### src/rtl/fetch_sequencer.sv
// fetch_sequencer: drives a one-cycle synchronous instruction ROM and buffers
// fetched words in a 2-entry FIFO toward decode, handling redirects and faults.
module fetch_sequencer #(
    parameter int                ADDR_W    = 32,
    parameter logic [ADDR_W-1:0] RESET_PC  = '0,
    parameter int                ROM_WORDS = 19
) (
    input  logic              clk,
    input  logic              rst_n,
    output logic [ADDR_W-1:0] o_rom_addr,
    input  logic [31:0]       i_rom_data,
    output logic              o_inst_valid,
    output logic [31:0]       o_inst_out,
    output logic [ADDR_W-1:0] o_inst_pc,
    input  logic              i_inst_ready,
    input  logic              i_redirect_valid,
    input  logic [ADDR_W-1:0] i_redirect_pc,
    output logic              o_fetch_fault
);
    localparam logic [0:0]        S_RUN    = 1'b0;
    localparam logic [0:0]        S_FAULT  = 1'b1;
    localparam logic [ADDR_W-1:0] PC_LIMIT = ADDR_W'(4 * ROM_WORDS);

    logic [0:0]        r_state;
    logic [ADDR_W-1:0] r_pc, r_inflight_pc, r_pc0, r_pc1;
    logic              r_inflight;
    logic [1:0]        r_occ;
    logic [31:0]       r_data0, r_data1;

    logic              w_run, w_redir, w_misalign, w_pop, w_push, w_room;
    logic              w_in_range, w_issue, w_oor;
    logic [2:0]        w_pending;
    logic [1:0]        w_tail;

    assign w_run      = r_state == S_RUN;
    // redirects are ignored once faulted, so they neither flush nor squash
    assign w_redir    = w_run & i_redirect_valid;
    assign w_misalign = w_redir & (|i_redirect_pc[1:0]);
    assign w_pop      = o_inst_valid & i_inst_ready;
    assign w_push     = r_inflight & ~w_redir;
    assign w_pending  = {1'b0, r_occ} + {2'b0, r_inflight} - {2'b0, w_pop};
    assign w_room     = w_pending < 3'd2;
    assign w_in_range = r_pc < PC_LIMIT;
    assign w_issue    = w_run & ~w_redir & w_room & w_in_range;
    assign w_oor      = w_run & ~w_redir & w_room & ~w_in_range;
    assign w_tail     = r_occ - {1'b0, w_pop};

    assign o_rom_addr    = r_pc;
    assign o_inst_valid  = r_occ != 2'd0;
    assign o_inst_out    = r_data0;
    assign o_inst_pc     = r_pc0;
    assign o_fetch_fault = r_state == S_FAULT;

    always_ff @(posedge clk or negedge rst_n) begin
        if (!rst_n) begin
            r_state       <= S_RUN;
            r_pc          <= RESET_PC;
            r_inflight    <= 1'b0;
            r_inflight_pc <= '0;
            r_occ         <= 2'd0;
            r_data0       <= '0;
            r_data1       <= '0;
            r_pc0         <= '0;
            r_pc1         <= '0;
        end else begin
            r_inflight <= w_issue;
            if (w_issue) begin
                r_inflight_pc <= r_pc;
                r_pc          <= r_pc + ADDR_W'(4);
            end else if (w_redir && !w_misalign) begin
                r_pc <= i_redirect_pc;
            end
            if (w_misalign || w_oor)
                r_state <= S_FAULT;
            if (w_redir) begin
                r_occ <= 2'd0;
            end else begin
                r_occ <= w_tail + {1'b0, w_push};
                if (w_pop && r_occ == 2'd2) begin
                    r_data0 <= r_data1;
                    r_pc0   <= r_pc1;
                end
                if (w_push && w_tail == 2'd0) begin
                    r_data0 <= i_rom_data;
                    r_pc0   <= r_inflight_pc;
                end
                if (w_push && w_tail == 2'd1) begin
                    r_data1 <= i_rom_data;
                    r_pc1   <= r_inflight_pc;
                end
            end
        end
    end
endmodule

### config.mk
export PLATFORM = sky130hd
export DESIGN_NAME = fetch_sequencer
export DESIGN_NICKNAME = d
export VERILOG_FILES = /design/src/rtl/fetch_sequencer.sv
export SDC_FILE = /design/constraint.sdc
export NUM_CORES = 1
export LEC_CHECK = 0
export BUFFER_PORTS_ARGS = -buffer_cell sky130_fd_sc_hd__buf_2
export CORE_ASPECT_RATIO = 1.2
export CORE_MARGIN = 5
export CORE_UTILIZATION = 47
export DETAILED_ROUTE_END_ITERATION = 12
export PLACE_DENSITY = 0.82
export SYNTH_ARGS = -nofsm -noshare
export SYNTH_HDL_FRONTEND = slang
export SYNTH_SLANG_ARGS = --single-unit
### constraint.sdc
create_clock -name clk -period 2.8 [get_ports clk]
set_clock_uncertainty 0.15 [all_clocks]
set_input_delay 0.14 -clock clk [delete_from_list [all_inputs] [get_ports clk]]
set_output_delay 0.14 -clock clk [all_outputs]
set_load 0.01 [all_outputs]
==> results by group, run 1 <==
Outcome
  – Status: complete, but fails checks
  – Failing checks: setup timing

STA
  – Max Clock Freq: 354.5 MHz
  – Max_slew headroom: 0.5596
  – Final worst slack: -0.02064 ns
  – Setup TNS: -0.02125 ns
  – Max-slew violation count: 0
  – Final setup violation count: 2
  – Clock period minus worst slack: 2.821 ns
  – Final hold vios: 0
  – Final clock period utilization by the worst path: 1.007
  – Unrepaired setup endpoints after global routing: yes
  – Worst Max-Slew Pin Slew: 0.6607 ns

Detailed routing
  – Via count: 5,516
  – # DRC: 0
  – Drt total wl: 18,390 um
  – Routed vias/inst: 5.112
  – Antenna Nets Post-Route: 0
  – Initial DRT Pass Iterations: 4
  – Routed len/inst: 17.04 um
  – DRT iter0 DRCs: 253

Min path
  – WHS Path Cells: 3
  – Hold/Removal Path Class: in2reg

Critical path
  – CP required: 3.01 ns
  – Critical path arrival: 3.03 ns
  – Crit Path Category: reg2reg
  – R2R depth: 12
  – Worst setup SP type: flip-flop
  – Crit path capture type: flip-flop
  – CP Max Fanout: 3

Place
  – Port Buffers: 165
  – DP Worst Slack: -0.03039 ns
  – GP Congestion: 0.7116
  – Detail Placement HPWL: 11,070 um

Final layout
  – Number of antenna diodes: 0
  – FILL cells: 1,228
  – Sequential Area: 4906 um2
  – Layout cells sized above 1: 0.3905
  – Fin nets: 923
  – Area Growth Syn to Fin: 33.68%
  – Multi-input logic area: 2954 um2

Synth
  – Synth top area share: 0.6167
  – Main flop type after synthesis: dfrtp_1
  – Number of flops mapped to enable cells by yosys: 0
  – Register area share after synthesis: 0.6167
  – Post-Syn Area: 7953 um2
  – Syn. warnings: 0
  – Syn nets: 677
  – Most common cell in the netlist: dfrtp_1
  – Cell count after synthesis: 604
  – Post-synth top cells: dfrtp_1 (196), mux2_2 (96), nor2_1 (68)
  – Dominant cell type by area after synthesis: dfrtp_1
  – Syn avg cell area: 13.17 um2
  – Area contributors post-synth: dfrtp_1 (62%), mux2_2 (14%), mux2i_1 (8.2%)
  – Yosys reg bits: 196
  – Async SR Flop Fraction: 1.000
  – Yosys cell types: 36

Die
  – Num rows: 52
  – Initial Utilization: 0.4738
  – Die height: 152.5 um
  – Die ar.: 19,630 um2
  – Core area: 16,790 um2
  – Die Wd: 128.7 um
  – Io pins: 166

Global route
  – Global Route Usage Sum: 0.1949
  – Largest net degree at the start of global routing: 82
  – First-pass GRT wire length: 30,820 um
  – Vias in the first global route: 5,999
  – Initial antenna violation count: 0
  – Congestion Overflow GR: 0

CTS
  – CTS max path bufs: 2
  – CTS tree: done
  – Sink Count: 196
  – Clock root buffer: clkbuf_16
  – CTS Buf Count: 17
  – # H-tree levels: 4
  – Latest clock arrival within the worst-skew pair: 0.43 ns
  – Clock-pin slew on the worst setup and hold paths: 0.07 ns

Power and ir drop
  – Sequential power share: 0.437
  – Clk pwr share: 0.373
  – Cell internal pwr: 5447 uW
  – VDD IR max: 0.4044 mV
  – Combinational Power Share: 0.190
  – LEAKAGE: 0.005521 uW
  – Switch share: 0.2597
  – Pwr/cell area: 692.1 nW/um2
  – Switch Pwr: 1911 uW

Flow run
  – Maxcap violations: 0
==> state kept, by name (all words and copies together), names as in the netlist <==
signal         count
r_data1           32
o_rom_addr        32
r_inflight_pc     32
o_inst_out        32
r_pc1             32
o_inst_pc         32
r_inflight         1
r_occ              2
o_fetch_fault      1
==> power by group through the flow <==
stage | clock network [uW] | logic (uW) | registers (uW)
after floorplan | 0 | 618 | 3350
after global placement | 0 | 1250 | 3250
after detailed placement | 0 | 1290 | 3260
after CTS | 2800 | 1360 | 3210
after global routing | 2930 | 1530 | 3240
final | 2740 | 1400 | 3220
==> final cells by class <==
type,count,share of cell area
Clock inverter,11,0.01848
Sequential cell,196,0.4615
Clock buffer,21,0.04519
Tap cell,216,0.02542
Inverter,7,0.002471
Timing Repair Buffer,259,0.1691
Multi-Input combinational cell,369,0.2779
==> critical path, stage by stage (launching register included) <==
cell	delay, ns
dfrtp_1	0.41
inv_2	0.08
nand2_2	0.06
and2_4	0.14
ha_4	0.21
inv_2	0.05
nand2_2	0.06
fa_2	0.41
xnor2_2	0.22
nand3_4	0.12
or3_4	0.41
or3b_1	0.35
nand4_1	0.09
==> placed cells by master, fill, tap and decap left out, drive strengths merged <==
master and instances:
bufinv 5, inv 8, and2 3, dfrtp 196
or3 2, a22oi 1, o31ai 2, o21ai 3
xnor2 2, ha 4, mux2 96, buf 188
mux2i 65, xor2 1, dlygate4sd3 70, nor2b 27
nand3 4, nor4 6, nor3 4, a21oi 64
nand3b 2, nand4 3, clkbuf 22, nand2b 1
fa 1, a221o 1, o21a 1, clkinvlp 2
clkinv 3, nor3b 1, nor2 69, or3b 1
nand2 5
==> routing by layer <==
layer	track usage	wire length [um]	up-vias
li1	-	-	2588
met1	0.2421	7538	2766
met2	0.3300	9549	127
met5	0	0	-
met4	0.07204	457	0
met3	0.04523	845	35
==> kinds of logic after synthesis <==
group / after synthesis / share of synthesized area
and+or+nand+nor: 128 / 0.08291
xor gates and xnor gates: 3 / 0.003305
DFF: 196 / 0.6167
muxes: 161 / 0.2177
buffers and inverters: 39 / 0.02329
AOI/OAI and AO/OA: 72 / 0.04720
adders and majority gates: 5 / 0.008811
==> metrics by stage <==
stage,hold WS [ns],utilization,instance area (um2),cells,total power [uW]
floorplan,-0.3056,-,7989,604,3970
global placement,0.05983,0.5482,9201,976,4507
detailed placement,0.06466,0.5482,9201,976,4549
CTS,0.004421,0.6302,10580,1078,7381
global route,0.01682,0.6333,10630,1079,7705
finish,0.02348,0.6333,10630,1079,7358
==> worst paths after layout <==
path / slack [ns] / from / end
max: -0.02 / r_occ[0] / o_rom_addr[4]
min: 0.02 / i_redirect_pc[1] / o_rom_addr[19]
max reg2reg: -0.02 / r_occ[0] / o_rom_addr[4]
min reg2reg: 0.36 / r_pc1[29] / r_pc1[29]
max in group asynchronous: 1.61 / rst_n / o_inst_out[15]
min in group asynchronous: 0.14 / rst_n / r_pc1[14]
==> what timing repair did <==
action | in CTS | in global routing
endpoints found under the hold margin | 172 | 0
endpoints found under the setup margin | 1 | 36
pin swaps | 2 | 5
gates resized for setup | 1 | 11
buffers inserted | 0 | 1
hold buffers | 70 | 0
Power figures use the tool's default switching activity.
==> inputs of run 2 (changes only) <==
CAP_MARGIN = 20   (was not set)
PLACE_DENSITY = 0.79   (was 0.82)
clock period = 3.42 ns   (was 2.8 ns; I/O delays follow)
==> run 2 against run 1 <==
Against the previous run:
- the flow now finishes without violations
- final cell count is 1.3% lower
- via count shrank 1.5%
- sequential cell count is the same
- sequential share of layout area increased by 1.0 points
- highest routed layer unchanged
==> results by group, run 2 (same netlist as run 1, synthesis figures left out) <==
Global route
  – Largest net degree at the start of global routing: 101
  – Vias in the first global route: 5,847
  – First-pass GRT wire length: 29,040 um
  – Initial antenna violation count: 0
  – Global Route Usage Sum: 0.1819
  – Congestion Overflow GR: 0

CTS
  – CTS tree: done
  – CTS max path bufs: 2
  – CTS Buf Count: 17
  – # H-tree levels: 4
  – Clock root buffer: clkbuf_16
  – Setup bufs post-CTS: 0
  – Sink Count: 196
  – Clock-pin slew on the worst setup and hold paths: 0.07 ns
  – Latest clock arrival within the worst-skew pair: 0.43 ns
  – Post-cts resize count: 0
  – Post-CTS Hold Buffers: 68

Critical path
  – Worst setup SP type: flip-flop
  – Capturing point of the worst reg2reg path: o_rom_addr[4]
  – Reg2reg start: r_occ[1]
  – CP Max Fanout: 4
  – Delay of the slowest cell on the worst path: 0.45 ns
  – R2r setup slk: 0.32 ns
  – Critical path arrival: 3.31 ns
  – R2R depth: 12
  – CP required: 3.63 ns
  – CP max-delay cell: or3_4
  – Crit path capture type: flip-flop
  – Crit path launch: r_occ[1]
  – Worst setup endpoint: o_rom_addr[4]
  – Crit Path Category: reg2reg
  – Crit-path cells: inv_1 > nand2_1 > and2_1 > ha_1 > inv_1 > nand2_1 > fa_1 > xnor2_1 > nand3_1 > or3_4 > or3b_1 > nand4_1

Power and ir drop
  – VDD IR max: 0.4416 mV
  – Cell internal pwr: 4226 uW
  – Sequential power share: 0.457
  – Pwr/cell area: 554.5 nW/um2
  – Combinational Power Share: 0.169
  – Total power: 5765 uW
  – Switch share: 0.2669
  – Clk pwr share: 0.374
  – Switch Pwr: 1539 uW
  – LEAKAGE: 0.005424 uW

Detailed routing
  – DRT iter0 DRCs: 213
  – Via count: 5,436
  – # DRC: 0
  – Routed vias/inst: 5.104
  – Antenna Nets Post-Route: 0
  – Initial DRT Pass Iterations: 5
  – Drt total wl: 17,260 um
  – Routed len/inst: 16.20 um

Die
  – Die height: 152.5 um
  – Io pins: 166
  – Core area: 16,790 um2
  – Initial Utilization: 0.4738
  – Die ar.: 19,630 um2
  – Num rows: 52
  – Die Wd: 128.7 um

Final layout
  – Most common cell after layout, fill and taps aside: dfrtp_1
  – Number of antenna diodes: 0
  – Layout cells sized above 1: 0.3698
  – Fin nets: 909
  – Most frequent cells in the layout: dfrtp_1 (196), buf_2 (164), mux2_2 (96), nor2_1 (68), dlygate4sd3_1 (68)
  – Area Growth Syn to Fin: 30.73%

STA
  – Final setup violation count: 0
  – Max-slew violation count: 0
  – Worst Max-Slew Pin Slew: 0.7927 ns
  – Max_slew headroom: 0.4715
  – Setup TNS: 0 ns
  – Final hold vios: 0
  – Clock period minus worst slack: 3.101 ns
  – Final clock period utilization by the worst path: 0.9066
  – Unrepaired setup endpoints after global routing: no
  – Max Clock Freq: 322.5 MHz

Place
  – Detail Placement HPWL: 10,740 um
  – Port Buffers: 165
  – GP Congestion: 0.7936

Min path
  – Hold/Removal Path Class: in2reg

Outcome
  – Status: finished, final reports clean

Flow run
  – Maxcap violations: 0
## run 2: worst max-delay path, delay by kind of cell (launching register included)
| family | cells | cell delay, ns |
|---|---|---|
| buf+inv | 2 | 0.21 |
| simple gates | 7 | 1.40 |
| fa+ha+maj | 2 | 0.69 |
| xor+xnor | 1 | 0.15 |
| flops | 1 | 0.43 |
## run 2: stage by stage
stage	area, um2	cells	util	hold slack [ns]	worst slack, ns
final	10400	1065	0.6193	0.04640	0.3194
after global routing	10400	1065	0.6193	0.06836	0.1127
after CTS	10400	1065	0.6193	0.02385	0.3392
after detailed placement	9074	965	0.5405	0.1717	0.3425
after global placement	9074	965	0.5405	0.1703	0.3889
after floorplan	7953	604	-	-0.2746	0.3885
## run 2: worst min path at each step
stage | cells after the start | end | startpoint | slack (ns)
floorplan | 0 | o_fetch_fault | rst_n | -0.27
global placement | 1 | o_rom_addr[24] | rst_n | 0.17
detailed placement | 1 | r_pc1[9] | rst_n | 0.17
CTS | 4 | o_rom_addr[2] | i_redirect_pc[0] | 0.02
global route | 4 | o_rom_addr[2] | i_redirect_pc[0] | 0.07
finish | 4 | o_rom_addr[2] | i_redirect_pc[0] | 0.05
## run 2: power groups by stage
stage	Clock [uW]	Combinational, uW	Sequential (uW)
2_1_floorplan	0	467	2740
3_5_place_dp	0	923	2680
5_1_grt	2310	1080	2660
3_3_place_gp	0	905	2670
4_1_cts	2210	985	2630
6_report	2150	975	2630
## run 2: layer usage
metal,global-route usage,part of all wire
met4,0.05853,0.023
met5,0,0
met3,0.04979,0.061
met2,0.3039,0.50
met1,0.2288,0.42
## run 2: area by class of cell
class / count / area [um2]
inverters: 7 / 26.28
well taps: 216 / 270.3
repair buffers: 245 / 1668
multi-input cells: 369 / 2885
flip-flops and latches: 196 / 4905
clock buffers: 17 / 425.4
fillers: 1259 / 6390
clock inverters: 15 / 216.5
